File: src/rtl/alu_311.sv
// 4-bit ALU with 16 opcodes and a registered 8-bit result (1-cycle latency).
// Optional registered {C,Z} flags output enabled by defining ALU311_FLAGS_EN.
module alu_311 (
  input  logic       Clk_311,
  input  logic       Rst_311,
  input  logic [3:0] In1_311,
  input  logic [3:0] In2_311,
  input  logic [3:0] Sel_311,
  output logic [7:0] Out_311
`ifdef ALU311_FLAGS_EN
  ,
  output logic [1:0] Flags_311
`endif
);

  typedef enum logic [3:0] {
    OP_ADD  = 4'd0,  OP_SUB  = 4'd1,  OP_MUL  = 4'd2,  OP_DIV  = 4'd3,
    OP_AND  = 4'd4,  OP_OR   = 4'd5,  OP_XOR  = 4'd6,  OP_NAND = 4'd7,
    OP_NOR  = 4'd8,  OP_XNOR = 4'd9,  OP_NOT  = 4'd10, OP_SHL  = 4'd11,
    OP_SHR  = 4'd12, OP_ROL  = 4'd13, OP_CMP  = 4'd14, OP_CAT  = 4'd15
  } opcode_e;

  opcode_e    op;
  logic [7:0] a_ext;
  logic [7:0] b_ext;
  logic [7:0] sum;
  logic [7:0] rot_pair;
  logic [7:0] result;

  assign op       = opcode_e'(Sel_311);
  assign a_ext    = {4'h0, In1_311};
  assign b_ext    = {4'h0, In2_311};
  assign sum      = a_ext + b_ext;
  // Rotating a doubled copy leaves the 4-bit rotation in the upper nibble.
  assign rot_pair = {In1_311, In1_311} << In2_311[1:0];

  always_comb begin
    // NOTE: default assigned before the case so no path leaves result unassigned (no latch).
    result = 8'h00;
    case (op)
      OP_ADD:  result = sum;
      OP_SUB:  result = a_ext - b_ext;
      OP_MUL:  result = a_ext * b_ext;
      OP_DIV:  result = (In2_311 == 4'h0) ? 8'hFF
                                          : {In1_311 % In2_311, In1_311 / In2_311};
      OP_AND:  result = {4'h0, In1_311 & In2_311};
      OP_OR:   result = {4'h0, In1_311 | In2_311};
      OP_XOR:  result = {4'h0, In1_311 ^ In2_311};
      OP_NAND: result = {4'h0, ~(In1_311 & In2_311)};
      OP_NOR:  result = {4'h0, ~(In1_311 | In2_311)};
      OP_XNOR: result = {4'h0, ~(In1_311 ^ In2_311)};
      OP_NOT:  result = {4'h0, ~In1_311};
      OP_SHL:  result = a_ext << In2_311[2:0];
      OP_SHR:  result = a_ext >> In2_311[2:0];
      OP_ROL:  result = {4'h0, rot_pair[7:4]};
      OP_CMP:  result = {5'b0, In1_311 > In2_311, In1_311 == In2_311, In1_311 < In2_311};
      OP_CAT:  result = {In1_311, In2_311};
      default: result = 8'h00;
    endcase
  end

  // NOTE: registers use non-blocking assignments so every flop samples pre-edge values.
  always_ff @(posedge Clk_311) begin
    if (Rst_311) Out_311 <= 8'h00;
    else         Out_311 <= result;
  end

`ifdef ALU311_FLAGS_EN
  logic carry;

  always_comb begin
    carry = 1'b0;
    case (op)
      OP_ADD:  carry = sum[4];
      OP_SUB:  carry = In1_311 < In2_311;
      OP_DIV:  carry = (In2_311 == 4'h0);
      default: carry = 1'b0;
    endcase
  end

  always_ff @(posedge Clk_311) begin
    if (Rst_311) Flags_311 <= 2'b00;
    else         Flags_311 <= {carry, result == 8'h00};
  end
`endif

endmodule

File: config.mk
export PLATFORM = sky130hd
export DESIGN_NAME = alu_311
export DESIGN_NICKNAME = d
export VERILOG_FILES = /design/src/rtl/alu_311.sv
export SDC_FILE = /design/constraint.sdc
export NUM_CORES = 1
export LEC_CHECK = 0
export BUFFER_PORTS_ARGS = -buffer_cell sky130_fd_sc_hd__buf_4
export CAP_MARGIN = 30
export CORE_MARGIN = 2
export CORE_UTILIZATION = 55
export DETAILED_ROUTE_END_ITERATION = 6
export PLACE_DENSITY = 0.75
export SLEW_MARGIN = 20
export SYNTH_ARGS = -nofsm -noshare
export SYNTH_HDL_FRONTEND = slang
export SYNTH_SLANG_ARGS = --single-unit
export TNS_END_PERCENT = 30
File: constraint.sdc
create_clock -name Clk_311 -period 5.25 [get_ports Clk_311]
set_input_delay 0.2625 -clock Clk_311 [delete_from_list [all_inputs] [get_ports Clk_311]]
set_output_delay 0.2625 -clock Clk_311 [all_outputs]
set_load 0.05 [all_outputs]
==> flow_summary.json <==
{
  "status": "finished, final reports clean",
  "syn-instance-count": 312,
  "portBuffers": 21,
  "pwr-share-seq": 0.170,
  "cp-endpoint": "Out_311[4]",
  "cts.sinks": 8,
  "drive_gt1_frac": 0.1296,
  "ir_drop_v": 0.00009876,
  "final_util": 0.6290,
  "grt_pass1_wl_um": 11570,
  "totalWireLength_um": 7276,
  "start_kind": "primary input",
  "drt-initial-drc-count": 334,
  "share_comb_of_total_power": 0.644,
  "grt_pass1_vias": 2289,
  "path_buf_inv": 2,
  "synth_top_area_cell": "ha_1",
  "ys_warn_count": 0,
  "io_pins": 22,
  "synthTopCellsByCount": "ha_1, nor2_1, inv_1, o21ai_0, nand2_1",
  "cp.required_ns": 5.35,
  "rsz0062_at_grt": "false",
  "via_per_inst": 6.679,
  "layout.nets": 385,
  "startpoint": "In2_311[0]",
  "antenna_found_initial": 0,
  "coreArea_um2": 4058,
  "cp-end-kind": "flop",
  "min_path_type": "in -> reg",
  "path_clk_slew_ns": 0.04,
  "final-instance-count-excl-fill": 374,
  "final.setup.worst_slack_ns": 0.5099,
  "yosys-top-cells-area": "ha_1, dfxtp_1, fa_1",
  "crit_cells": 22,
  "syn_area_um2": 2352,
  "avgSynthCellArea_um2": 7.539,
  "dieArea_um2": 4816,
  "grtUsageMet1": 0.4244,
  "power.internal_mw": 0.2129,
  "drc_errors": 0,
  "cts_buffers": 3,
  "slew_violations": 0,
  "power.density_nw_per_um2": 154.9,
  "power_frac_clock": 0.186,
  "crit_chain": "buf_4 > inv_1 > ha_1 > or4b_4 > a22oi_2 > ha_1 > o21a_1 > o21a_1 > mux2i_1 > ha_1 > o21a_1 > o21ai_0 > a21oi_1 > nor2b_1 > or2_2 > ha_1 > o21ai_0 > a21oi_1 > nor2_1 > mux2_2 > o21ai_0 > a311oi_1",
  "regMostFlops": "Out_311",
  "ys_async_sr_fraction": 0,
  "cp.arrival_ns": 4.84,
  "crit_type": "in -> reg",
  "postCtsResizedCells": 0,
  "min_period_ns": 4.740,
  "p_switching_mw": 0.1825,
  "cap_violations": 0,
  "hold_viol_final": 0,
  "worst_slew_pin_slew_ns": 0.7294,
  "largest_reg_flops": 8,
  "final_antenna_net_count": 0,
  "synth_most_common_cell": "ha_1",
  "dp_hpwl_um": 5482,
  "grt_max_degree": 26,
  "die_y_um": 69.40,
  "syn2layout_area_growth_pct": 8.511,
  "setup_viol": 0,
  "top_usage_layer": "met2",
  "dp.cells": 371,
  "critPathTopFamily": "compound AO/OA/AOI/OAI gates",
  "power.leakage_nw": 1.086,
  "clockBufferDepth": 2,
  "top_regs": "Out_311 x8",
  "seq_area_frac_synth": 0.06809,
  "cpPeakStageDelay_ns": 0.47,
  "holdBufCountCts": 0,
  "cp_max_fo": 6,
  "slew_headroom": 0.5011,
  "pre_cts_ws_ns": 0.2668,
  "fin_crit_sh": 0.9029,
  "crit_slowest_cell": "or4b_4",
  "met2_usage": 0.4487,
  "initial_core_util": 0.5797,
  "fmax_mhz": 211.0,
  "synth_seq_cells": 8,
  "grt_overflow": 0,
  "gp_routability_congestion": 1.004,
  "die_w_um": 69.40,
  "grt_usage": 0.2978,
  "switching_share": 0.4616,
  "ys_types": 63,
  "cts_tree": "done",
  "ys.flop_type": "dfxtp_1",
  "tns_ns": 0,
  "wl_per_cell_um": 19.45,
  "synth_top_area_share": 0.2021,
  "dr.pass1.iters": 5,
  "num_rows": 23,
  "holdWs_ns": 0.2499,
  "met3_usage": 0.05233,
  "htreeDepth": 1,
  "synth_edf_count": 0,
  "vias": 2498,
  "post_cts.repair.setup_buffers": 0,
  "root_buffer": "clkbuf_8",
  "antenna_cells": 0,
  "crit_top_cell": "ha_1",
  "synth_fp_nets": 371
}
per-stage QoR:
stage          power, mW  area [um2]
3_3_place_gp      0.3161        2511
3_5_place_dp      0.3177        2511
5_1_grt           0.4265        2552
2_1_floorplan     0.2520        2352
4_1_cts           0.3937        2552
6_report          0.3953        2552
routing by layer:
metal	wire length, um	share of wire	vias to the layer above
li1	-	-	1187
met1	3072	0.42	1129
met2	3105	0.43	161
met3	849	0.12	21
met4	248	0.034	0
met5	0	0	-
layout make-up:
class                      count  area, um2
multi-input combinational    262       2011
fill                         375       1505
timing repair buffer          23      172.7
sequential                     8      160.2
inverter                      28      105.1
tap                           50      62.56
clock buffer                   3      41.29
kinds of logic (layout without fill, tap and decap cells):
kind of cell,Yosys count,after routing,synth area share
xor gates and xnor gates,10,10,0.03723
and+or+nand+nor,90,90,0.1931
muxes,8,8,0.04043
buffers and inverters,42,54,0.07712
adders and majority gates,46,46,0.2660
AOI/OAI and AO/OA,108,108,0.3181
DFF,8,8,0.06808
how the worst min path moves through the flow:
stage          slack [ns]          to     from  depth (start not counted)
4_1_cts              0.24  Out_311[0]  Rst_311                          2
2_1_floorplan        0.33  Out_311[1]  Rst_311                          1
3_5_place_dp         0.48  Out_311[4]  Rst_311                          2
3_3_place_gp         0.48  Out_311[4]  Rst_311                          2
5_1_grt              0.26  Out_311[0]  Rst_311                          2
6_report             0.25  Out_311[0]  Rst_311                          2
power by group through the flow:
stage | clock, mW | sequential (mW) | combinational (mW)
after floorplan | 0 | 0.0861 | 0.166
after global placement | 0 | 0.0683 | 0.248
after detailed placement | 0 | 0.0684 | 0.249
after CTS | 0.0756 | 0.0674 | 0.251
after global routing | 0.0791 | 0.0678 | 0.280
final | 0.0735 | 0.0674 | 0.254
cells in the final DEF (no fill, tap or decap), drive strengths merged, types with 5 or more instances in the layout:
master   n
nand2   22
nor2b    5
nor3     7
o21a     5
nor2    30
mux2i    5
buf     23
nand2b   5
dfxtp    8
nand3    5
a211oi   7
ha      38
inv     27
xnor2    6
o21ai   25
fa       7
a21oi   22
No activity file was read; power rests on OpenSTA's default activity.
